--- src/rtl/riscv_mem_arbiter.sv ---
// riscv_mem_arbiter: shares one single-ported memory between the fetch and data ports; data has priority.
// Latency: a request seen in IDLE drives omem_req next cycle; gnt/rvalid/rdata pass through combinationally.
// Backpressure: grants withheld until memory accepts, one transaction outstanding; RISCV_ARB_STARVE_GUARD_EN bounds fetch starvation.
module riscv_mem_arbiter #(
    parameter int MP_DATA_WIDTH = 32,
    parameter int MP_STARVE_MAX = 4
) (
    input  logic                     iclk,
    input  logic                     irstn,
    input  logic                     iif_req,
    input  logic [31:0]              iif_addr,
    output logic                     oif_gnt,
    output logic                     oif_rvalid,
    output logic [MP_DATA_WIDTH-1:0] oif_rdata,
    input  logic                     idm_req,
    input  logic                     idm_we,
    input  logic [1:0]               idm_size,
    input  logic [31:0]              idm_addr,
    input  logic [MP_DATA_WIDTH-1:0] idm_wdata,
    output logic                     odm_gnt,
    output logic                     odm_rvalid,
    output logic [MP_DATA_WIDTH-1:0] odm_rdata,
    output logic                     omem_req,
    output logic                     omem_we,
    output logic [1:0]               omem_size,
    output logic [31:0]              omem_addr,
    output logic [MP_DATA_WIDTH-1:0] omem_wdata,
    input  logic                     imem_gnt,
    input  logic                     imem_rvalid,
    input  logic [MP_DATA_WIDTH-1:0] imem_rdata
);
    typedef enum logic [1:0] {
        IDLE = 2'd0,
        REQ  = 2'd1,
        RSP  = 2'd2
    } state_t;

    localparam logic       OWN_IF     = 1'b0;
    localparam logic       OWN_DM     = 1'b1;
    localparam logic [3:0] STARVE_MAX = 4'(MP_STARVE_MAX);

    state_t                   state_q, state_d;
    logic                     owner_q, owner_d;
    logic                     we_q, we_d;
    logic [1:0]               size_q, size_d;
    logic [31:0]              addr_q, addr_d;
    logic [MP_DATA_WIDTH-1:0] wdata_q, wdata_d;
    logic                     starve_hit;

`ifdef RISCV_ARB_STARVE_GUARD_EN
    logic [3:0] starve_q, starve_d;

    // Counts data grants that overtook a waiting fetch.
    always_comb begin
        starve_d = starve_q;
        if (odm_gnt && iif_req) begin
            starve_d = starve_q + 4'd1;
        end else if (odm_gnt || oif_gnt) begin
            starve_d = '0;
        end
    end

    always_ff @(posedge iclk or negedge irstn) begin
        if (!irstn) begin
            starve_q <= '0;
        end else begin
            starve_q <= starve_d;
        end
    end

    assign starve_hit = (starve_q == STARVE_MAX);
`else
    // Strict data priority: constant 0 for any legal MP_STARVE_MAX.
    assign starve_hit = (STARVE_MAX == 4'd0);
`endif

    always_comb begin
        state_d    = state_q;
        owner_d    = owner_q;
        we_d       = we_q;
        size_d     = size_q;
        addr_d     = addr_q;
        wdata_d    = wdata_q;
        omem_req   = 1'b0;
        omem_we    = 1'b0;
        omem_size  = '0;
        omem_addr  = '0;
        omem_wdata = '0;
        oif_gnt    = 1'b0;
        odm_gnt    = 1'b0;
        oif_rvalid = 1'b0;
        odm_rvalid = 1'b0;
        oif_rdata  = '0;
        odm_rdata  = '0;
        case (state_q)
            IDLE: begin
                if (iif_req && (!idm_req || starve_hit)) begin
                    owner_d = OWN_IF;
                    we_d    = 1'b0;
                    size_d  = 2'b10;
                    addr_d  = iif_addr;
                    wdata_d = '0;
                    state_d = REQ;
                end else if (idm_req) begin
                    owner_d = OWN_DM;
                    we_d    = idm_we;
                    size_d  = idm_size;
                    addr_d  = idm_addr;
                    wdata_d = idm_wdata;
                    state_d = REQ;
                end
            end
            REQ: begin
                omem_req   = 1'b1;
                omem_we    = we_q;
                omem_size  = size_q;
                omem_addr  = addr_q;
                omem_wdata = wdata_q;
                if (imem_gnt) begin
                    oif_gnt = (owner_q == OWN_IF);
                    odm_gnt = (owner_q == OWN_DM);
                    state_d = we_q ? IDLE : RSP;
                end
            end
            RSP: begin
                if (imem_rvalid) begin
                    if (owner_q == OWN_DM) begin
                        odm_rvalid = 1'b1;
                        odm_rdata  = imem_rdata;
                    end else begin
                        oif_rvalid = 1'b1;
                        oif_rdata  = imem_rdata;
                    end
                    state_d = IDLE;
                end
            end
            default: state_d = IDLE;
        endcase
    end

    always_ff @(posedge iclk or negedge irstn) begin
        if (!irstn) begin
            state_q <= IDLE;
            owner_q <= OWN_IF;
            we_q    <= 1'b0;
            size_q  <= '0;
            addr_q  <= '0;
            wdata_q <= '0;
        end else begin
            state_q <= state_d;
            owner_q <= owner_d;
            we_q    <= we_d;
            size_q  <= size_d;
            addr_q  <= addr_d;
            wdata_q <= wdata_d;
        end
    end
endmodule

--- config.mk ---
export PLATFORM = sky130hd
export DESIGN_NAME = riscv_mem_arbiter
export DESIGN_NICKNAME = d
export VERILOG_FILES = /design/src/rtl/riscv_mem_arbiter.sv
export SDC_FILE = /design/constraint.sdc
export NUM_CORES = 1
export LEC_CHECK = 0
export ABC_AREA = 1
export CAP_MARGIN = 20
export CORE_AREA = 2 2 107 109
export DETAILED_ROUTE_END_ITERATION = 7
export DIE_AREA = 0 0 109 111
export MAX_ROUTING_LAYER = met4
export PLACE_DENSITY = 0.84
export SLEW_MARGIN = 20
export SYNTH_ARGS = -nofsm -noshare
export SYNTH_HDL_FRONTEND = slang
export SYNTH_SLANG_ARGS = --single-unit
--- constraint.sdc ---
create_clock -name iclk -period 4.3 [get_ports iclk]
set_clock_uncertainty 0.15 [all_clocks]
set_input_delay 0.86 -clock iclk [delete_from_list [all_inputs] [get_ports iclk]]
set_output_delay 0.86 -clock iclk [all_outputs]
set_load 0.005 [all_outputs]
* Yosys cells after proc, flatten, opt, wreduce, memory -nomap -nowiden
Cells that the tools add are included.
** Operators by class
- Add/subtract/negate cells :: 0
- Multipliers :: 0
- Div/mod/pow operators :: 0
- Order comparisons :: 0
- Eq/ne operators :: 5
- Shift-type cells :: 0
- Multiplexer cells :: 37
- Bitwise operators :: 1
- Reduce and logical (&&, ||, !) cells :: 6
** Operators by type and width (number)
- 2-to-1 mux 32 bit :: 12
- 2-to-1 mux 1 bit :: 16
- 2-to-1 mux 2 bit :: 8
- case mux 2 bit (3 select lines) :: 1
- inequality test 2 bit (second input constant) :: 2
- inequality test 3 bit (second input constant) :: 1
- AND reduction 3 bit :: 1
- equality test 2 x 1 -> 1 bit (second input constant) :: 1
- equality test 2 bit (second input constant) :: 1
- logical NOT 2 bit :: 1
- AND reduction 2 bit :: 1
- nonzero test 2 bit :: 1
- logical AND 1 bit :: 1
- logical NOT 1 bit :: 1
- inverter 1 bit :: 1
** Word-level totals
- Register bits after elaboration :: 70
- Bits in latches :: 0
- Bits in writable memories :: 0
- Bits in read-only memories :: 0
- Input bits :: 137
- Output and inout port bits :: 136
- Logic and storage cells :: 55
- Memories :: 0

* Logic depth before layout (Yosys ltp)
Gate-level depths: netlist (run 1).
- Depth in word-level cells :: 4
- Depth in mapped cells :: 8
- Depth with buffers taken out :: 6

* Worst setup path before layout (run 1)
OpenSTA, ideal clock, no wires.
- Path type :: input port to output port
- From :: in imem_rvalid
- To :: out odm_rdata[16]
- Arrival time :: 1.240 ns
- Required time :: 3.290 ns
- Path slack :: 2.050 ns
- Stages :: 3
- Path buffers :: 1
- Path through :: nand3_2 -> buf_2 -> nor2_1
** On the way
- Word-level cells in the longest chain between the ends :: 2
** RTL lines
- from (decl) :: line 29 : input logic imem_rvalid,
- 2-to-1 mux 32 bit :: line 126 : if (imem_rvalid) begin
- 2-to-1 mux 32 bit :: line 95 : case (state_q)
- to (decl) :: line 22 : output logic [MP_DATA_WIDTH-1:0] odm_rdata,
No other way between the ends.

* Worst setup path after layout (run 1)
- From :: in imem_rvalid
- To :: out odm_rdata[26]
Same word-level chain as after synthesis.

==> metrics.cfg, run 1 <==
[clock_tree]
hold_buffers = 0
cts_tree = built
path_clk_slew_ns = 0.06
cts_made_buffers = 9
root_buffer = clkbuf_16
clock-sinks = 70
htree_levels = 3
cts_max_path_buffers = 2
clock_latency_ns = 0.32
cts_setup_buffers = 0
post_cts_resized = 0

[layout]
nets = 1016
diodes = 0
drive_gt1_share_pct = 6.22
finalNonFillerCells = 1027
syn2layout_area_growth_pct = 73.3
final_util_pct = 64.7

[run]
maxCapViolCount = 0

[power_and_ir_drop]
seq_power_share_pct = 29.5
peakVddDrop_mv = 0.311
clock_power_share_pct = 19.3
p_per_area_nw_per_um2 = 512
pwr-share-comb_pct = 51.2
intPower_mw = 2.24
p_total_mw = 3.67
p_sw_share_pct = 39.1
netSwitchingPower_mw = 1.43
leakage_nw = 3.44

[critical_path]
arrival_ns = 2.85
end_kind = output port
path_class = primary input to output port
worstPathMaxFanout = 33
critPathLaunchType = primary input
reg2reg_setup_slack_ns = 2.19
worst_ep_required_time_ns = 3.29

[route]
vias = 4732
dr.pass1.iters = 4
antenna_left = 0
drc = 0
viasPerCell = 4.61
wl_per_cell_um = 14.2
drtIter0Drc = 276
wirelength_um = 14500

[synthesis]
synth_top_family_by_area = simple AND/OR/NAND/NOR gates
synthMuxAreaShare_pct = 0
synth_area_leaders = dfrtp_1, nand2_1, nor2_1
synth_seq_cells = 70
yosys-top-cells-count = nand2_1, nor2_1, inv_1
synth-adder-area-share_pct = 0
async_reset_ff_share_pct = 100
yosysWarningCount = 0
syn-num-nets = 766
synth_xor_area_share_pct = 0
synth.yosys.seq_area_share_pct = 42.3
synthSimpleGateAreaFrac_pct = 38.0
synth_most_common_cell = nand2_1
netlist_instances = 629
synth-edff-count = 0
avgSynthCellArea_um2 = 6.58
synth_cell_types = 17
ys.flop_type = dfrtp_1
synth_area_um2 = 4140
yosys.area.top_type_share_pct = 42.3
synth_top_area_cell = dfrtp_1
synth_compound_area_share_pct = 4.69

[timing]
worst_hold_slack_ns = 0.324
period_share_pct = 89.8
hold_violations = 0
fmax_mhz = 259
slew_headroom_pct = 41.4
slew_viol_final = 0
min_period_ns = 3.86
rsz0062_at_grt = false
worst_pin_slew_ns = 0.879
fin_tns_setup_ns = 0
setup_viol = 0

[floorplan]
die_area_um2 = 12100
die_h_um = 111
start_util_pct = 37.4
ios = 273
core_area_um2 = 11100
num_rows = 39
die_x_um = 109

[global_routing]
grt_pass1_vias = 4459
grt_use_total_pct = 24.4
grt_antenna_before_repair = 0
grt_max_degree = 71
grt_pass1_wl_um = 22300
overflow = 0

[place]
dp_hpwl_um = 11100
port-buffer-count = 272
gp_congestion = 0.846
dpl.cell_count = 1011

[hold_path]
min_path_type = register to register

[outcome]
status = completed

power groups by stage:
stage | Clock [mW] | Combinational (mW) | Sequential [mW]
final | 0.707 | 1.88 | 1.08
after global routing | 0.757 | 2.09 | 1.12
after CTS | 0.721 | 1.91 | 1.08
after detailed placement | 0 | 1.90 | 1.09
after global placement | 0 | 1.87 | 1.08
after floorplan | 0 | 0.998 | 1.06
cells in the final DEF (no fill, tap or decap):
master	netlist	layout
clkdlybuf4s50_1	0	271
nor2_2	22	21
buf_4	4	7
nor2_1	117	117
nand3_1	66	66
inv_6	0	2
clkbuf_16	0	9
o21ai_0	37	37
inv_8	0	1
inv_1	104	104
clkinv_4	0	1
nor2_4	2	3
clkinvlp_4	0	2
nand2_1	164	164
inv_2	3	3
clkinv_2	0	1
nand2_2	1	1
nand3_2	2	2
buf_12	0	1
dfrtp_1	70	70
o21ai_2	1	1
cell families after synthesis:
group / Yosys count
flops: 70
buf+inv: 147
simple gates: 374
compound gates: 38
layer usage:
| layer | up-vias | routed length [um] | global-route usage, % |
|---|---|---|---|
| li1 | 2360 | - | - |
| met1 | 2144 | 5620 | 26.5 |
| met2 | 185 | 7330 | 41.3 |
| met3 | 43 | 913 | 5.82 |
| met4 | 0 | 677 | 12.0 |
| met5 | - | 0 | - |
worst max-delay path, stage by stage:
cell and delay (ns):
clkdlybuf4s50_1 0.56, nand3_2 0.49, nor2_1 0.37, clkdlybuf4s50_1 0.56
path summary, 6_finish.rpt:
kind                            endpoint  cells past startpoint         from
hold / removal                addr_q[12]                      2   addr_q[12]
setup / recovery           odm_rdata[26]                      4  imem_rvalid
min in group asynchronous    wdata_q[24]                      1        irstn
hold reg to reg               addr_q[12]                      2   addr_q[12]
setup reg to reg              addr_q[26]                      5   state_q[1]
max in group asynchronous     addr_q[29]                      1        irstn
stage by stage:
step,instance area [um2],setup slack (ns)
final,7170,0.440
after global routing,7170,0.320
after CTS,7170,0.377
after detailed placement,6890,0.387
after global placement,6890,0.435
after floorplan,4140,2.05
flip-flops by register name (all words and copies together), names as in the netlist:
register and cells:
addr_q 32, wdata_q 32, size_q 2, state_q 2
owner_q 1, we_q 1
cell type report:
cell class	instances	area, um2
Timing Repair Buffer	279	2790
Sequential cell	70	1750
Fill cell	957	3910
Tap cell	143	179
Clock buffer	9	225
Clock inverter	7	57.6
Multi-Input combinational cell	412	1770
Inverter	107	402
(Power assumes the default switching activity.)
==> run 2: changes to the inputs <==
Settings changed: CAP_MARGIN 20 to unset, SLEW_MARGIN 20 to unset.
==> results of run 2 <==
Same layout as run 1: the final DEF is identical, and so are final timing and power.
